$ cat src/rtl/metronome_arm_sequencer_if.sv
// rtl/metronome_arm_sequencer_if.sv - tempo, ROM port and renderer signals of the metronome arm sequencer
// master = sequencer side, slave = ROM/tempo/renderer side.
interface metronome_arm_sequencer_if #(
    parameter int ADDR_WIDTH = 7,
    parameter int DATA_WIDTH = 19
);
    logic                  enable;
    logic [8:0]            bpm;
    logic                  frame_sync;
    logic [DATA_WIDTH-1:0] rom_q;
    logic [ADDR_WIDTH-1:0] rom_addr;
    logic [9:0]            arm_x;
    logic [8:0]            arm_y;
    logic                  arm_valid;
    logic                  beat;
    logic                  dir;

    modport master (
        input  enable, bpm, frame_sync, rom_q,
        output rom_addr, arm_x, arm_y, arm_valid, beat, dir
    );

    modport slave (
        output enable, bpm, frame_sync, rom_q,
        input  rom_addr, arm_x, arm_y, arm_valid, beat, dir
    );
endinterface

$ cat src/rtl/metronome_arm_sequencer.sv
// rtl/metronome_arm_sequencer.sv - ping-pong ROM address sweep at tempo, word fetch and arm coordinate unpack
// Optional METRONOME_FRAME_SYNC_EN: present new coordinates only on frame_sync after a completed load.
module metronome_arm_sequencer #(
    parameter int          ADDR_WIDTH        = 7,
    parameter int          DATA_WIDTH        = 19,
    parameter int          NUM_POS           = 128,
    parameter int          ACC_WIDTH         = 32,
    parameter int unsigned PHASE_INC_PER_BPM = 182
) (
    input logic                       i_clk,
    input logic                       i_reset,
    metronome_arm_sequencer_if.master bus
);
    typedef enum logic [1:0] {S_IDLE, S_ADDR, S_WAIT, S_LOAD} state_t;

    localparam logic [ADDR_WIDTH-1:0] LAST_ADDR = ADDR_WIDTH'(NUM_POS - 1);

    state_t                r_state;
    state_t                w_state_next;
    logic [ACC_WIDTH-1:0]  r_acc;
    logic [ADDR_WIDTH-1:0] r_addr;
    logic [ADDR_WIDTH-1:0] w_addr_step;
    logic                  r_dir;
    logic                  w_dir_step;
    logic                  r_pending;
    logic                  r_beat;
    logic [9:0]            r_arm_x;
    logic [8:0]            r_arm_y;
    logic                  r_arm_valid;
    logic [8:0]            w_bpm_c;
    logic [ACC_WIDTH-1:0]  w_inc;
    logic [ACC_WIDTH:0]    w_sum;
    logic                  w_tick;
    logic                  w_step;

    // Truncating both factors first gives the same low ACC_WIDTH bits as the full product.
    always_comb begin
        w_bpm_c = (bus.bpm > 9'd300) ? 9'd300 : bus.bpm;
        w_inc   = ACC_WIDTH'(w_bpm_c) * ACC_WIDTH'(PHASE_INC_PER_BPM);
        w_sum   = {1'b0, r_acc} + {1'b0, w_inc};
        w_tick  = bus.enable & w_sum[ACC_WIDTH];
    end

    always_comb begin
        w_addr_step = r_addr + 1'b1;
        w_dir_step  = r_dir;
        if (!r_dir) begin
            if (r_addr == LAST_ADDR) begin
                w_dir_step  = 1'b1;
                w_addr_step = r_addr - 1'b1;
            end
        end else if (r_addr == '0) begin
            w_dir_step = 1'b0;
        end else begin
            w_addr_step = r_addr - 1'b1;
        end
    end

    always_comb begin
        w_state_next = r_state;
        w_step       = 1'b0;
        case (r_state)
            S_IDLE: begin
                if (w_tick || r_pending) begin
                    w_step       = 1'b1;
                    w_state_next = S_ADDR;
                end
            end
            S_ADDR:  w_state_next = S_WAIT;
            S_WAIT:  w_state_next = S_LOAD;
            S_LOAD:  w_state_next = S_IDLE;
            default: w_state_next = S_IDLE;
        endcase
    end

    // Reset lands in ADDR so the address-0 word is fetched without a step.
    always_ff @(posedge i_clk or posedge i_reset) begin
        if (i_reset) begin
            r_state   <= S_ADDR;
            r_acc     <= '0;
            r_addr    <= '0;
            r_dir     <= 1'b0;
            r_pending <= 1'b0;
            r_beat    <= 1'b0;
        end else begin
            r_state <= w_state_next;
            r_beat  <= 1'b0;
            if (bus.enable) begin
                r_acc <= w_sum[ACC_WIDTH-1:0];
            end
            if (r_state == S_IDLE) begin
                r_pending <= 1'b0;
            end else if (w_tick) begin
                r_pending <= 1'b1;
            end
            if (w_step) begin
                r_addr <= w_addr_step;
                r_dir  <= w_dir_step;
                r_beat <= (w_addr_step == '0) || (w_addr_step == LAST_ADDR);
            end
        end
    end

`ifdef METRONOME_FRAME_SYNC_EN
    logic [9:0] r_pend_x;
    logic [8:0] r_pend_y;
    logic       r_new;

    // A frame_sync coinciding with LOAD defers the new word to the next frame_sync.
    always_ff @(posedge i_clk or posedge i_reset) begin
        if (i_reset) begin
            r_pend_x    <= '0;
            r_pend_y    <= '0;
            r_new       <= 1'b0;
            r_arm_x     <= '0;
            r_arm_y     <= '0;
            r_arm_valid <= 1'b0;
        end else begin
            r_arm_valid <= 1'b0;
            if (r_state == S_WAIT) begin
                r_pend_x <= bus.rom_q[DATA_WIDTH-1 -: 10];
                r_pend_y <= bus.rom_q[8:0];
            end
            if (r_state == S_LOAD) begin
                r_new <= 1'b1;
            end else if (bus.frame_sync && r_new) begin
                r_new       <= 1'b0;
                r_arm_x     <= r_pend_x;
                r_arm_y     <= r_pend_y;
                r_arm_valid <= 1'b1;
            end
        end
    end
`else
    logic w_unused_frame_sync;
    assign w_unused_frame_sync = bus.frame_sync;

    always_ff @(posedge i_clk or posedge i_reset) begin
        if (i_reset) begin
            r_arm_x     <= '0;
            r_arm_y     <= '0;
            r_arm_valid <= 1'b0;
        end else begin
            r_arm_valid <= 1'b0;
            if (r_state == S_WAIT) begin
                r_arm_x     <= bus.rom_q[DATA_WIDTH-1 -: 10];
                r_arm_y     <= bus.rom_q[8:0];
                r_arm_valid <= 1'b1;
            end
        end
    end
`endif

    assign bus.rom_addr  = r_addr;
    assign bus.dir       = r_dir;
    assign bus.beat      = r_beat;
    assign bus.arm_x     = r_arm_x;
    assign bus.arm_y     = r_arm_y;
    assign bus.arm_valid = r_arm_valid;
endmodule
$ cat src/flat_wrapper.sv
// flat-port wrapper written by rule: the top's interface ports become plain ports
module metronome_arm_sequencer_flat 
#(
    parameter int          ADDR_WIDTH        = 7,
    parameter int          DATA_WIDTH        = 19,
    parameter int          NUM_POS           = 128,
    parameter int          ACC_WIDTH         = 32,
    parameter int unsigned PHASE_INC_PER_BPM = 182
)
  (i_clk, i_reset, bus_enable, bus_bpm, bus_frame_sync, bus_rom_q, bus_rom_addr, bus_arm_x, bus_arm_y, bus_arm_valid, bus_beat, bus_dir);
  metronome_arm_sequencer_if #(.ADDR_WIDTH(ADDR_WIDTH), .DATA_WIDTH(DATA_WIDTH)) bus_i ();
  input logic i_clk;
  input logic i_reset;
  input wire logic [$bits(bus_i.enable)-1:0] bus_enable;
  input wire logic [$bits(bus_i.bpm)-1:0] bus_bpm;
  input wire logic [$bits(bus_i.frame_sync)-1:0] bus_frame_sync;
  input wire logic [$bits(bus_i.rom_q)-1:0] bus_rom_q;
  output wire logic [$bits(bus_i.rom_addr)-1:0] bus_rom_addr;
  output wire logic [$bits(bus_i.arm_x)-1:0] bus_arm_x;
  output wire logic [$bits(bus_i.arm_y)-1:0] bus_arm_y;
  output wire logic [$bits(bus_i.arm_valid)-1:0] bus_arm_valid;
  output wire logic [$bits(bus_i.beat)-1:0] bus_beat;
  output wire logic [$bits(bus_i.dir)-1:0] bus_dir;
  assign bus_i.enable = bus_enable;
  assign bus_i.bpm = bus_bpm;
  assign bus_i.frame_sync = bus_frame_sync;
  assign bus_i.rom_q = bus_rom_q;
  assign bus_rom_addr = bus_i.rom_addr;
  assign bus_arm_x = bus_i.arm_x;
  assign bus_arm_y = bus_i.arm_y;
  assign bus_arm_valid = bus_i.arm_valid;
  assign bus_beat = bus_i.beat;
  assign bus_dir = bus_i.dir;
  metronome_arm_sequencer #(.ADDR_WIDTH(ADDR_WIDTH), .DATA_WIDTH(DATA_WIDTH), .NUM_POS(NUM_POS), .ACC_WIDTH(ACC_WIDTH), .PHASE_INC_PER_BPM(PHASE_INC_PER_BPM)) u_core (.i_clk(i_clk), .i_reset(i_reset), .bus(bus_i));
endmodule
$ cat config.mk
export PLATFORM = sky130hd
export DESIGN_NAME = metronome_arm_sequencer_flat
export DESIGN_NICKNAME = d
export VERILOG_FILES = /design/src/rtl/metronome_arm_sequencer_if.sv /design/src/rtl/metronome_arm_sequencer.sv /design/src/flat_wrapper.sv
export SDC_FILE = /design/constraint.sdc
export NUM_CORES = 1
export LEC_CHECK = 0
export CELL_PAD_IN_SITES_DETAIL_PLACEMENT = 1
export CELL_PAD_IN_SITES_GLOBAL_PLACEMENT = 2
export CORE_AREA = 4 4 189 117
export DETAILED_ROUTE_END_ITERATION = 8
export DIE_AREA = 0 0 193 121
export PLACE_DENSITY_LB_ADDON = 0.1
export SETUP_SLACK_MARGIN = 0.5
export SYNTH_ARGS = -nofsm -noshare
export SYNTH_HDL_FRONTEND = slang
export SYNTH_SLANG_ARGS = --single-unit
$ cat constraint.sdc
create_clock -name i_clk -period 3.5 [get_ports i_clk]
set_input_delay 0.35 -clock i_clk [delete_from_list [all_inputs] [get_ports i_clk]]
set_output_delay 0.35 -clock i_clk [all_outputs]
set_load 0.005 [all_outputs]
==> run metrics <==
Placed Instance Area=6823 um2; drt pass-1 iters=4; Placed Cells incl. Taps=923; first-pass GRT wire length=24540 um; met2 Usage GRT=19.61%; headroom to the max-slew limit=39.02%; clock sinks=63; vias in the first global route=4741; CTS Root Buffer Type=clkbuf_16; Final Instance Area=roughly 7800 um2; Synth Area in Compound Gates=12.75%; largest net degree at the start of global routing=between 60 and 70; Synth Net Count=607; synthesized cell area=5025 um2; met1 Use GR=19.46%; Final nets=796; Worst R2R Start=u_core.bus.rom_addr[0]; Vias/cell=4.434; area share of fa/ha/maj cells after synthesis=22.36%; Worst Path Required=~3.7 ns; Port Buf Inserts=59; post-synthesis sequential area ratio=31.40%; crit share post-route=169.0%; fraction of registers with async set/reset=between 90% and 100%; GPL Wtd Cong=0.7956; Final Max Slew Viols=0; Total Routing Usage GR=approximately an eighth; Worst EP arrival=6.13 ns; fmax=169.0 MHz; CP Launch Point=bus_bpm[0]; Clock Skews=about 0.0054 ns; number of hold buffers added after cts=0; leak pwr=approximately 3.5 nW; RSZ-0062 raised after global routing=true; CTS Buf Count=9; drt drc=0; simple-gate share of the synthesized area=between 10% and 20%; Post-Layout Cell Count=967; crit path time final=5.917 ns; diodes inserted=0; synthesis-stage register bit count=between 60 and 70; largest family of logic cells by synthesized area=adder cells; routed vias=4288; Die Wd=193 um; CTS tree=built; Skew-Pair Late Insertion Delay=0.33 ns; Starting Density=24.43%; Netlist cell types=approximately 60; crit end category=flop; Tightest Hold Check Type=flop to flop; die area=around 23000 um2; Max Cap Viol=0; GRT busiest layer=met2; EDFF count, synth=0; clock transition at the registers of the reported paths=0.05 ns; Max IR drop VDD=0.4735 mV; measured slew at the worst slew-check pin=0.9147 ns; biggest area consumer among synthesized cells=dfrtp_1; hpwl dp=11590 um; Synth Area in XOR/XNOR=6.972%; most frequent cell after synthesis=inv_1; reg2reg end=u_core.bus.beat; Yosys top cell area share=30.88%; crit start category=input pin; post-DR wirelength/cell=15.48 um; routed wire length=around 15000 um; Cells after Synth=496; setup ws final=-2.417 ns; final core occ=37.97%; Tot Pwr=between 8 and 9 mW; most used flip-flop cell after synthesis=dfrtp_1; CP Class=input pin to flop; IO Pins=61; H-tree Lvls=3; Die Height=~120 um; Rows=41; Ys Warns=0; PD cells=1055 nW/um2; met3 Use GR=about 3.6%; Synth area leaders=dfrtp_1 31%, ha_1 15%, mux2_2 7.4%; post-route ant nets=0; total global routing overflow=0; fraction of layout cells with a size suffix above 1=41.28%; drt initial violations=192; Final Setup Violations=38; final hold viol count=0; antenna violations before repair=0; status=complete, but fails checks; FF-to-FF path depth=8; Area Overhead vs Synth=55.43%; R2R Setup Slk=0.72 ns; CTS Buffer Depth=2; core area=between 20000 and 25000 um2; syn avg cell area=10.13 um2; failing checks=setup timing; Synth top cells by count=63 x inv_1, 62 x dfrtp_1, 61 x ha_1, 35 x xnor2_1, 33 x mux2_2; crit path max fanout=6; mux cell area share after synthesis=under 10%; crit path capture=u_core.bus.rom_addr[5]
through the flow:
step                      worst slack, ns  hold slack, ns  setup TNS (ns)
final                              -2.417          0.4765          -77.13
after global placement             -3.044          0.4563         -102.65
after detailed placement           -3.181          0.4669         -107.04
after global routing               -2.690          0.4956          -86.47
after CTS                          -2.458          0.4790          -76.06
after floorplan                    -2.346          0.4388          -66.46
state kept, by name, indices dropped and copies added (netlist names):
signal,flops
u_core.bus.dir,1
u_core.r_state,2
u_core.bus.rom_addr,7
u_core.bus.arm_valid,1
u_core.bus.beat,1
u_core.bus.arm_y,9
u_core.r_acc,31
u_core.r_pending,1
u_core.bus.arm_x,10
area by class of cell:
type,instances,area (um2)
clock buffers,10,239.0
flip-flops and latches,63,1578
multi-input cells,357,3729
repair buffers,191,1632
fillers,2270,12760
well taps,279,349.1
inverters,63,236.5
clock inverters,4,47.55
layer usage:
| metal | share of wire (%) | wire (um) | vias up |
|---|---|---|---|
| met2 | 43 | 6452 | 44 |
| li1 | - | - | 2130 |
| met1 | 53 | 7868 | 2104 |
| met4 | 0.58 | 87 | 0 |
| met3 | 3.7 | 561 | 10 |
| met5 | 0 | 0 | - |
cell families after synthesis:
kind of cell / count (synthesis)
xor+xnor: 40
simple gates: 103
buf+inv: 76
fa+ha+maj: 79
mux: 41
compound gates: 94
flops: 63
worst min path at each step:
stage / start / to / slack, ns / cells past startpoint
5_1_grt: u_core.r_acc[28] / u_core.r_acc[28] / 0.50 / 1
6_report: u_core.r_acc[20] / u_core.r_acc[20] / 0.48 / 1
4_1_cts: u_core.r_acc[20] / u_core.r_acc[20] / 0.48 / 1
3_5_place_dp: u_core.r_acc[20] / u_core.r_acc[20] / 0.47 / 1
2_1_floorplan: u_core.r_acc[20] / u_core.r_acc[20] / 0.44 / 1
3_3_place_gp: u_core.r_acc[20] / u_core.r_acc[20] / 0.46 / 1
power by group:
group / switching [mW] / internal [mW]
logic: 2.71 / 3.65
clock network: 0.330 / 0.560
registers: 0.109 / 0.886
worst max-delay path, stage by stage:
cell and delay, ns:
buf_6 0.09, o211a_1 0.23, o21ai_2 0.15, a21oi_4 0.11, or2_4 0.28, ha_4 0.27
inv_2 0.04, fa_1 0.49, inv_2 0.04, fa_1 0.49, inv_2 0.04, fa_1 0.54
inv_2 0.05, ha_4 0.16, o41a_1 0.44, a41o_1 0.28, o41ai_2 0.24, xnor2_1 0.19
ha_1 0.29, a21oi_2 0.18, nand2_1 0.08, nor2_1 0.12, and3_1 0.20, o41a_1 0.22
nand2b_4 0.20, mux2_4 0.31
placed cells by master (no fill, tap or decap), types with 5 or more instances in the layout:
cell type / Yosys / routed
and3_1: 9 / 9
dfrtp_1: 62 / 62
a21o_1: 7 / 7
nand4_1: 12 / 12
inv_1: 63 / 44
nor2_1: 23 / 18
clkdlybuf4s50_1: 0 / 50
nor3_1: 9 / 7
clkbuf_16: 0 / 9
buf_6: 1 / 19
xor2_1: 5 / 5
inv_2: 0 / 19
dlygate4sd2_1: 0 / 5
fa_1: 18 / 18
buf_4: 1 / 115
nand3_1: 8 / 5
mux2_4: 2 / 7
a21oi_1: 21 / 10
o211ai_1: 9 / 9
o21ai_1: 4 / 7
mux2i_1: 5 / 5
o21ai_2: 0 / 5
ha_1: 61 / 39
mux2_2: 33 / 29
ha_4: 0 / 22
nand2_1: 15 / 13
xnor2_1: 35 / 32
a21oi_2: 0 / 9
timing repair:
item / CTS / global route
resized for setup: 102 / 30
endpoints found under the hold margin: 0 / 0
setup endpoints to repair: 40 / 40
pin swaps: 44 / 24
cloned: 0 / 0
setup buffers: 16 / 14
(Power assumes the default switching activity.)
